<file path="src/rtl/btn_shift_165_reader_pkg.sv">
// Shared constants for the 74HC165 button reader: scan FSM encodings and chain size.
package btn_shift_165_reader_pkg;

    localparam int N_BUTTONS = 16;

    typedef logic [2:0] scan_state_t;

    localparam scan_state_t ST_LOAD   = 3'd0;
    localparam scan_state_t ST_LATCH  = 3'd1;
    localparam scan_state_t ST_SAMPLE = 3'd2;
    localparam scan_state_t ST_SHIFT  = 3'd3;
    localparam scan_state_t ST_DONE   = 3'd4;

    localparam logic [3:0] BITCNT_LAST = 4'd15;

endpackage

</file>
<file path="src/rtl/btn_shift_165_reader_debounce_bit.sv">
// One button: frame-rate debounce counter, debounced level and registered edge pulses.
module debounce_bit #(
    parameter int DEB_WIDTH = 2
) (
    input  logic clk,
    input  logic resetn,
    input  logic i_raw,
    input  logic i_update,
    output logic o_btn,
    output logic o_pressed,
    output logic o_released
);

    localparam logic [DEB_WIDTH-1:0] CNT_ONE = 1;

    logic [DEB_WIDTH-1:0] r_cnt;
    logic                 r_btn;
    logic                 r_btn_d;
    logic                 r_pressed;
    logic                 r_released;

    always_ff @(posedge clk) begin
        if (!resetn) begin
            r_cnt      <= '0;
            r_btn      <= 1'b0;
            r_btn_d    <= 1'b0;
            r_pressed  <= 1'b0;
            r_released <= 1'b0;
        end else begin
            // Edge pulses follow the btn change by one clk; btn_d also resets low so reset never pulses.
            r_btn_d    <= r_btn;
            r_pressed  <= r_btn & ~r_btn_d;
            r_released <= ~r_btn & r_btn_d;
            if (i_update) begin
                if (i_raw == r_btn) begin
                    r_cnt <= '0;
                end else if (&r_cnt) begin
                    r_btn <= ~r_btn;
                    r_cnt <= '0;
                end else begin
                    r_cnt <= r_cnt + CNT_ONE;
                end
            end
        end
    end

    assign o_btn      = r_btn;
    assign o_pressed  = r_pressed;
    assign o_released = r_released;

endmodule

</file>
<file path="src/rtl/btn_shift_165_reader.sv">
// Scans a chain of two 74HC165s at a divided tick rate and debounces the 16 active-low buttons.
module btn_shift_165_reader
    import btn_shift_165_reader_pkg::*;
#(
    parameter int SHIFT_DELAY_WIDTH = 8,
    parameter int DEB_WIDTH         = 2
) (
    input  logic                 clk,
    input  logic                 resetn,
    input  logic                 ser,
    output logic                 sck,
    output logic                 pl_n,
    output logic [N_BUTTONS-1:0] btn,
    output logic [N_BUTTONS-1:0] pressed,
    output logic [N_BUTTONS-1:0] released,
    output logic                 frame_valid,
    output logic [2:0]           dbg_state
);

    localparam logic [SHIFT_DELAY_WIDTH:0] TICK_ONE = 1;

    logic [SHIFT_DELAY_WIDTH:0] r_tick_cnt;
    logic                       w_tick;
    scan_state_t                r_state;
    logic                       r_sck;
    logic                       r_pl_n;
    logic [3:0]                 r_bitcnt;
    logic [N_BUTTONS-1:0]       r_shreg;
    logic [N_BUTTONS-1:0]       r_raw;
    logic                       r_frame_valid;

    // Tick is the counter MSB; clearing on that cycle gives a 2^W+1 clk period.
    assign w_tick = r_tick_cnt[SHIFT_DELAY_WIDTH];

    always_ff @(posedge clk) begin
        if (!resetn) begin
            r_tick_cnt <= '0;
        end else if (w_tick) begin
            r_tick_cnt <= '0;
        end else begin
            r_tick_cnt <= r_tick_cnt + TICK_ONE;
        end
    end

    always_ff @(posedge clk) begin
        if (!resetn) begin
            r_state       <= ST_LOAD;
            r_sck         <= 1'b0;
            r_pl_n        <= 1'b1;
            r_bitcnt      <= BITCNT_LAST;
            r_shreg       <= '0;
            r_raw         <= '0;
            r_frame_valid <= 1'b0;
        end else begin
            r_frame_valid <= 1'b0;
            if (w_tick) begin
                case (r_state)
                    ST_LOAD: begin
                        r_pl_n   <= 1'b0;
                        r_sck    <= 1'b0;
                        r_bitcnt <= BITCNT_LAST;
                        r_state  <= ST_LATCH;
                    end
                    ST_LATCH: begin
                        r_pl_n  <= 1'b1;
                        r_state <= ST_SAMPLE;
                    end
                    ST_SAMPLE: begin
                        r_sck   <= 1'b0;
                        r_shreg <= {r_shreg[N_BUTTONS-2:0], ser};
                        r_state <= ST_SHIFT;
                    end
                    ST_SHIFT: begin
                        r_sck <= 1'b1;
                        if (r_bitcnt == 4'd0) begin
                            r_state <= ST_DONE;
                        end else begin
                            r_bitcnt <= r_bitcnt - 4'd1;
                            r_state  <= ST_SAMPLE;
                        end
                    end
                    ST_DONE: begin
                        // Buttons pull the 165 inputs low, so invert to get 1 = pressed.
                        r_sck         <= 1'b0;
                        r_raw         <= ~r_shreg;
                        r_frame_valid <= 1'b1;
                        r_state       <= ST_LOAD;
                    end
                    default: begin
                        r_state <= ST_LOAD;
                    end
                endcase
            end
        end
    end

    debounce_bit #(
        .DEB_WIDTH(DEB_WIDTH)
    ) u_deb [N_BUTTONS-1:0] (
        .clk       (clk),
        .resetn    (resetn),
        .i_raw     (r_raw),
        .i_update  (r_frame_valid),
        .o_btn     (btn),
        .o_pressed (pressed),
        .o_released(released)
    );

    assign sck         = r_sck;
    assign pl_n        = r_pl_n;
    assign frame_valid = r_frame_valid;
    assign dbg_state   = r_state;

endmodule

</file>
<file path="config.mk">
export PLATFORM = sky130hd
export DESIGN_NAME = btn_shift_165_reader
export DESIGN_NICKNAME = d
export VERILOG_FILES = /design/src/rtl/btn_shift_165_reader_pkg.sv /design/src/rtl/btn_shift_165_reader_debounce_bit.sv /design/src/rtl/btn_shift_165_reader.sv
export SDC_FILE = /design/constraint.sdc
export NUM_CORES = 1
export LEC_CHECK = 0
export ABC_AREA = 1
export CAP_MARGIN = 20
export CORE_ASPECT_RATIO = 1.2
export CORE_MARGIN = 8
export CORE_UTILIZATION = 50
export CTS_CLUSTER_DIAMETER = 150
export DETAILED_ROUTE_END_ITERATION = 8
export GPL_TIMING_DRIVEN = 0
export PLACE_DENSITY = 0.71
export SLEW_MARGIN = 20
export SYNTH_ARGS = -nofsm -noshare
export SYNTH_HDL_FRONTEND = slang
export SYNTH_SLANG_ARGS = --single-unit
export TNS_END_PERCENT = 100
</file>
<file path="constraint.sdc">
create_clock -name clk -period 2 [get_ports clk]
set_input_delay 0.5 -clock clk [delete_from_list [all_inputs] [get_ports clk]]
set_output_delay 0.5 -clock clk [all_outputs]
set_load 0.02 [all_outputs]
</file>
## After elaboration in Yosys (flattened, before gate mapping)

Cells that the tools add are included.

- Output and inout bits: 54
- Bits in registers: 147

- Bitwise logic cells: 82
- Muxes and demuxes: 39
- Equality and inequality tests: 21
- Reductions and logical operators: 45
- Add/subtract/negate cells: 18

Operators by type and width:

| operator | number |
|---|---|
| 2-to-1 mux 2 bit | 32 |
| AND reduction 4 bit | 16 |
| inverter 1 bit | 49 |
| AND reduction 2 bit | 21 |
| adder 2 x 1 -> 2 bit (second input constant) | 16 |
| bitwise AND 1 bit | 32 |
| equality test 1 bit | 16 |
| inverter 16 bit | 1 |
| case mux 3 bit (4 select lines) | 1 |
| adder 9 x 1 -> 9 bit (second input constant) | 1 |
| case mux 4 bit (2 select lines) | 1 |
| equality test 3 x 2 -> 1 bit (second input constant) | 2 |
| nonzero test 2 bit | 3 |
| logical NOT 4 bit | 1 |
| 2-to-1 mux 4 bit | 1 |
| case mux 1 bit (2 select lines) | 2 |
| subtractor 4 x 1 -> 4 bit (second input constant) | 1 |
| equality test 3 x 1 -> 1 bit (second input constant) | 1 |
| equality test 3 bit (second input constant) | 1 |
| logical NOT 3 bit | 1 |
| 2-to-1 mux 3 bit | 1 |
| AND reduction 3 bit | 1 |
| OR reduction 3 bit | 1 |
| inequality test 2 bit (second input constant) | 1 |
| other kinds (2) | 2 |

## Logic depth before layout (Yosys ltp)

Gate-level depths: netlist of run 1.

- Word-level depth: 4
- Depth in mapped cells: 9

## Cells and area by module

From an unflattened synthesis of run 1, not the netlist that was laid out.

- Cells, all modules: 711
- Area, all modules: 5,621.6 sq um

Modules (own cells, without submodules):

| module | sequential area each (sq um) | times used | area an instance (sq um) | cells each |
|---|---|---|---|---|
| debounce_bit | 120.1 | 16 | 229.0 | 29 |
| btn_shift_165_reader | 1,021.0 | 1 | 1,958.1 | 247 |

## Worst setup path after synthesis of run 1

No wires, ideal clock.

- Path kind: register to register
- Start: register r_state[1] (netlist: dbg_state[1])
- End: register r_bitcnt[0]
- Stages on the path, launching flop included: 6
- Path slack: 0.715 ns
- Arrival: 1.156 ns
- Data required time: 1.870 ns
- Cell sequence: dfxtp_1 > nand2_2 > a21oi_2 > nand2_1 > nand2_1 > nand3_1

- Longest elaborated chain between the ends: 3
- Elaborated cells between the ends (all ways): 6
- Those cells by class: 2 x eq/ne; 1 x mux; 3 x reduce/logical

RTL lines:

| item | RTL line | RTL |
|---|---|---|
| start: declaration | btn_shift_165_reader.sv:24 | `scan_state_t r_state;` |
| start signal: assignment | btn_shift_165_reader.sv:47 | `r_state <= ST_LOAD;` |
| start signal: assignment | btn_shift_165_reader.sv:62 | `r_state <= ST_LATCH;` |
| start signal: assignment | btn_shift_165_reader.sv:66 | `r_state <= ST_SAMPLE;` |
| equality test 3 x 2 -> 1 bit or logical NOT 3 bit (tied branches) | btn_shift_165_reader.sv:57 | `case (r_state)` |
| inequality test 2 bit (no source line) or nonzero test 2 bit (tied branches) | n/a |  |
| AND reduction 3 bit (no source line) | n/a |  |
| end signal: assignment | btn_shift_165_reader.sv:78 | `r_bitcnt <= r_bitcnt - 4'd1;` |
| end: declaration | btn_shift_165_reader.sv:27 | `logic [3:0] r_bitcnt;` |

Several ways; a longest one is shown, not always the timed one.
A chain may end at the register's enable or synchronous reset.

## Final worst setup path of run 1

- Start: register u_deb[8].r_pressed
- End: output pressed[8]

RTL lines:

| item | RTL line | RTL |
|---|---|---|
| start: declaration | btn_shift_165_reader_debounce_bit.sv:19 | `logic r_pressed;` |
| start signal: assignment | btn_shift_165_reader_debounce_bit.sv:32 | `r_pressed <= r_btn & ~r_btn_d;` |
| end: declaration | btn_shift_165_reader.sv:14 | `output logic [N_BUTTONS-1:0] pressed,` |

No word-level cell between the ends.

==> qor.txt, run 1 <==
Async S/R FF share, synth -> 0%
Drt wl/cell -> 13.6 um
Antenna violations before repair -> 0
Yosys warnings -> 0
GR Util All Layers -> 17.4%
# H-tree levels -> 4
Peak supply drop -> 0.610 mV
Post-synthesis sequential area ratio -> 51.2%
Largest net degree at the start of global routing -> 17
Sink Count -> 147
Tightest Pin Transition -> 0.688 ns
Crit path max fanout -> 1
Critical path data required time -> 1.50 ns
Fin crit share -> 95.9%
Setup WS pre-CTS -> 0.346 ns
HP Class -> reg -> reg
Top cells by count, synth -> dfxtp_1, nand2_1, nor2_1
Area after DPL -> 6500 um^2
Yosys reg bits -> 147
DIE HEIGHT -> 134 um
RSZ-0062 raised after global routing -> no
Clk_skew -> 0.00453 ns
Antenna fix cells -> 0
Top layer in use -> met4
Startpoint Class -> flop
Detail Route met3 WL -> 589 um
TritonRoute pass-1 iters -> 4
Fin. max-slew vios -> 0
Routed WL -> 12.8 mm
Post-synth EDFFs -> 0
Count leader, synth -> dfxtp_1
Synthesized cell area -> 5750 um^2
Final Critical Period -> 1.92 ns
CP Class -> reg -> out
Met1 Wirelength -> 5.30 mm
Critical Path End Type -> output pin
Port Buffer Count -> 55
Post-DP HPWL -> 8.83 mm
Slew HR -> 54.2%
Setup bufs post-CTS -> 0
Via count -> 4685
Syn nets -> 719
Fraction of layout cells with a size suffix above 1 -> 14.8%
Fin util -> 62.3%
# IOs -> 57
CTS root buffer -> clkbuf_16
Pwr/cell area -> 888 nW/um^2
First-pass GRT wire length -> 21.1 mm
Final GP Congestion -> 0.823
Hold Violations, Final -> 0
Core Region -> 11400 um^2
Die area -> 15200 um^2
Max cap viols -> 0
Final TNS setup -> 0 ns
Synth area leader -> dfxtp_1
WP data arrival -> 1.42 ns
Gr ovfl total -> 0
Synth top area cells -> dfxtp_1, nand2_1, buf_4, nor2_1, a21oi_1
Synth top area share -> 51.2%
Ys flop type -> dfxtp_1
Synth cell types -> 29
Outcome -> finished, final reports clean
Nets -> 793
Fill count -> 970
Static Leak -> 3.27 nW
Synthesized area per cell -> 8.24 um^2
Hold Worst Slack -> 0.408 ns
Via/cell ratio -> 4.97
Area grow syn2layout -> 23.4%
Hold buffers post-CTS -> 0
Iter 0 DRT Violations -> 273
Vias in the first global route -> 4622
TritonCTS clock tree -> built
Clock transition at path regs -> 0.06 ns
Starting Density -> 50.4%
Flop2flop setup slack -> 0.34 ns
Gate count of the mapped netlist -> 698
Die width -> 114 um
CTS Buffer Depth -> 2
Total CTS buffers -> 17
Post-DRT Antenna Nets -> 0
Clk_lat worst skew -> 0.41 ns
Fmax -> 521 MHz
Std cell rows -> 43
DRC -> 0
Routed wire length on met2 -> 6.62 mm
Design area -> 7100 um^2
Final WS setup -> 0.0824 ns
Final setup vio count -> 0
registers in the layout, summed over array words and instances (netlist names):
register and count:
u_deb.r_cnt 32, u_deb.r_btn_d 16, r_raw 16, frame_valid 1, u_deb.o_pressed 16, r_shreg 16, r_bitcnt 4, dbg_state 3
r_tick_cnt 9, sck 1, u_deb.o_btn 16, pl_n 1, u_deb.o_released 16
timing repair:
| action | CTS | global route |
|---|---|---|
| endpoints found under the hold margin | 0 | 0 |
| pin swaps | 0 | 0 |
| endpoints found under the setup margin | 18 | 1 |
| gates resized for setup | 19 | 1 |
layout by cell type, fill, tap and decap left out, types with 14 or more instances in the layout:
master	Yosys	layout
dfxtp_1	147	146
nand2_1	128	128
nor2_1	89	89
a21oi_1	66	66
buf_4	51	52
o21ai_0	43	43
clkdlybuf4s50_1	0	36
inv_1	32	32
o21ai_1	24	24
ha_1	18	18
clkbuf_16	0	17
dlygate4sd2_1	0	17
clkbuf_1	16	16
nor3_1	16	16
nand3_1	14	14
xor2_1	14	14
stage by stage:
step                power, mW  instances
finish                   6.31        942
global route             6.47        942
CTS                      6.33        942
detailed placement       3.09        910
global placement         3.09        910
floorplan                3.06        698
final timing paths:
check / start / endpoint / cells past startpoint
worst max-delay path: u_deb[8].o_pressed$_SDFF_PN0_ / pressed[8] / 2
worst min-delay path: u_deb[11].r_btn_d$_SDFF_PN0_ / u_deb[11].o_pressed$_SDFF_PN0_ / 1
worst max register to register: frame_valid$_SDFF_PN0_ / u_deb[8].r_cnt[0]$_SDFFE_PN0P_ / 6
worst min register to register: u_deb[11].r_btn_d$_SDFF_PN0_ / u_deb[11].o_pressed$_SDFF_PN0_ / 1
critical path, stage by stage, from the launching register on:
cell and delay [ns]:
dfxtp_1 0.32, buf_4 0.10, clkdlybuf4s50_1 0.59
layout make-up:
type,count,area (um^2),share of cell area [%]
Clock buffer,20,467,6.57
Tap cell,157,196,2.77
Multi-Input combinational cell,438,2170,30.5
Buffer,76,502,7.07
Inverter,37,141,1.99
Clock inverter,12,154,2.17
Sequential cell,147,2940,41.5
Timing Repair Buffer,55,529,7.45
routing by layer:
layer	up-vias	global-route usage, %
met5	-	0
met4	0	9.12
met3	25	4.35
met2	100	31.0
met1	2188	18.4
li1	2372	-
logic make-up (layout without fill, tap and decap cells):
logic type	Yosys count	count (layout)	share of synthesized area, %
AND/OR/NAND/NOR	266	266	19.1
flip-flops	147	147	51.2
buffers and inverters	113	200	11.2
AO/OA/AOI/OAI	139	139	12.4
XOR/XNOR	15	15	2.28
adder cells (fa/ha/maj)	18	18	3.91
power by group:
part / leakage, nW / switching [mW] / internal [mW]
Clock: 0.298 / 1.22 / 2.06
Combinational: 1.79 / 0.0652 / 0.0226
Sequential: 1.18 / 0.00361 / 2.93
No activity file was read; power rests on OpenSTA's default activity.
==> run 2: changes to the inputs <==
- MAX_ROUTING_LAYER: default -> met4
- SLEW_MARGIN: 20 -> default
==> run 2 against run 1 <==
Effect of this change:
- design area did not move
- count of clock-buffer cells in the layout did not move
- non-clock buffer count did not move
- sequential power barely moved
- largest cell class unchanged
- sequential cell count did not move
- worst hold slack barely moved
- clock power barely moved
- die area did not move
- via count rose by 0.13%
- largest power group unchanged
==> qor.txt, run 2 (same netlist as run 1, synthesis figures left out) <==
Outcome -> finished, final reports clean
Final setup vio count -> 0 (unchanged)
Final Critical Period -> 1.92 ns (-0.00254 ns)
Critical path data required time -> 1.50 ns (about the same)
Fmax -> 522 MHz (+0.13%)
CP Launch Point -> u_deb[8].o_pressed$_SDFF_PN0_
Setup bufs post-CTS -> 0 (unchanged)
Clk_lat worst skew -> 0.41 ns (about the same)
CTS root buffer -> clkbuf_16
Fin. max-slew vios -> 0 (unchanged)
CP Class -> reg -> out
Final TNS setup -> 0 ns (unchanged)
Startpoint Class -> flop
Final WS setup -> 0.0849 ns (+0.00254 ns)
M3 GR Usage -> 4.35% (unchanged)
First-pass GRT wire length -> 21.1 mm (about the same)
Via/cell ratio -> 4.98 (+0.13%)
Clock transition at path regs -> 0.06 ns (about the same)
Hold Crit Start -> u_deb[11].r_btn_d$_SDFF_PN0_
Std cell rows -> 43 (unchanged)
Port Buffer Count -> 55 (unchanged)
# H-tree levels -> 4 (unchanged)
Total CTS buffers -> 17 (unchanged)
Iter 0 DRT Violations -> 293 (+7.3%)
DIE HEIGHT -> 134 um (unchanged)
Nets -> 793 (unchanged)
Hold buffers post-CTS -> 0 (unchanged)
TritonCTS clock tree -> built
DRC -> 0 (unchanged)
Drt wl/cell -> 13.5 um (-0.41%)
Slew HR -> 54.4% (+0.23 points)
Sink Count -> 147 (unchanged)
Grt peak-use layer -> met2
RSZ-0062 raised after global routing -> no
Static Leak -> 3.27 nW (unchanged)
Top reg by flops -> u_deb.r_cnt
Fin crit share -> 95.8% (-0.13 points)
Pwr/cell area -> 887 nW/um^2 (about the same)
Core Region -> 11400 um^2 (unchanged)
Area grow syn2layout -> 23.4% (unchanged)
GR Util All Layers -> 17.9% (+0.50 points)
Critical Path End Type -> output pin
Psw -> 1.28 mW (-0.35%)
Die width -> 114 um (unchanged)
Reg power frac -> 46.6% (about the same)
Fraction of layout cells with a size suffix above 1 -> 14.8% (unchanged)
Setup WS pre-CTS -> 0.346 ns (unchanged)
Die area -> 15200 um^2 (unchanged)
Post-DRT Antenna Nets -> 0 (unchanged)
Max reg flops -> 32 (unchanged)
Net Sw Frac -> 20.4% (-0.057 points)
Most frequent cells in the layout -> dfxtp_1, nand2_1, nor2_1
GRT met2 Usage -> 30.9% (-0.066 points)
Post-DP HPWL -> 8.83 mm (unchanged)
Via count -> 4691 (+0.13%)
Tightest Pin Transition -> 0.684 ns (-0.00349 ns)
Clk_skew -> 0.00540 ns (+0.000869 ns)
Hold Violations, Final -> 0 (unchanged)
Clk network pwr share -> 52.0% (about the same)
WP data arrival -> 1.42 ns (about the same)
CTS Buffer Depth -> 2 (unchanged)
# IOs -> 57 (unchanged)
Vias in the first global route -> 4621 (-0.022%)
Met1 usage -> 18.5% (+0.083 points)
Largest net degree at the start of global routing -> 17 (unchanged)
Routed WL -> 12.7 mm (-0.41%)
Gr ovfl total -> 0 (unchanged)
Max cap viols -> 0 (unchanged)
Combinational share of power -> 1.4% (about the same)
TritonRoute pass-1 iters -> 4 (unchanged)
Crit path max fanout -> 1 (unchanged)
Starting Density -> 50.4% (unchanged)
Antenna violations before repair -> 0 (unchanged)
P_int -> 5.02 mW (about the same)
R2r startpoint -> frame_valid$_SDFF_PN0_
Final GP Congestion -> 0.836 (+1.5%)
Antenna fix cells -> 0 (unchanged)
Most common cell after layout, fill and taps aside -> dfxtp_1
HP Class -> reg -> reg
Peak supply drop -> 0.605 mV (-0.69%)
run 2: final timing paths:
path         cells after the start                             end  slack [ns]
max                              2                      pressed[8]        0.08
min                              1  u_deb[11].o_pressed$_SDFF_PN0_        0.41
max reg2reg                      6  u_deb[8].r_cnt[0]$_SDFFE_PN0P_        0.34
min reg2reg                      1  u_deb[11].o_pressed$_SDFF_PN0_        0.41
run 2: repair_timing:
action	CTS	global route
endpoints found under the hold margin	0	0
gates resized for setup	19	1
setup endpoints to repair	18	1
run 2: final cells by class:
cell class	count	area (um^2)
tap	157	196
buffer	76	502
sequential	147	2940
timing repair buffer	55	529
clock buffer	20	467
fill	970	4310
multi-input combinational	438	2170
clock inverter	12	154
inverter	37	141
run 2: metrics by stage:
stage	instance area [um^2]	hold slack (ns)	total power, mW	utilization [%]	cells
2_1_floorplan	5750	0.391	3.06	-	698
3_3_place_gp	6500	0.396	3.09	57.0	910
3_5_place_dp	6500	0.402	3.09	57.0	910
4_1_cts	7100	0.411	6.33	62.2	942
5_1_grt	7100	0.427	6.47	62.3	942
6_report	7100	0.408	6.30	62.3	942
run 2: power groups by stage:
stage	sequential (mW)	clock (mW)	combinational, mW
floorplan	3.00	0	0.0563
global placement	3.00	0	0.0857
detailed placement	3.00	0	0.0891
CTS	2.94	3.31	0.0894
global route	2.94	3.44	0.0988
finish	2.94	3.28	0.0879
run 2: layer usage:
layer  share of wire [%]  wire [um]  vias to the layer above
li1                    -          -                     2369
met3                 4.9        624                       26
met2                  52       6600                       99
met4                 2.3        295                        0
met1                  41       5220                     2197
met5                   0          0                        -
run 2: critical path: stages (launching register included):
cell	delay [ns]
dfxtp_1	0.32
buf_4	0.10
clkdlybuf4s50_1	0.59
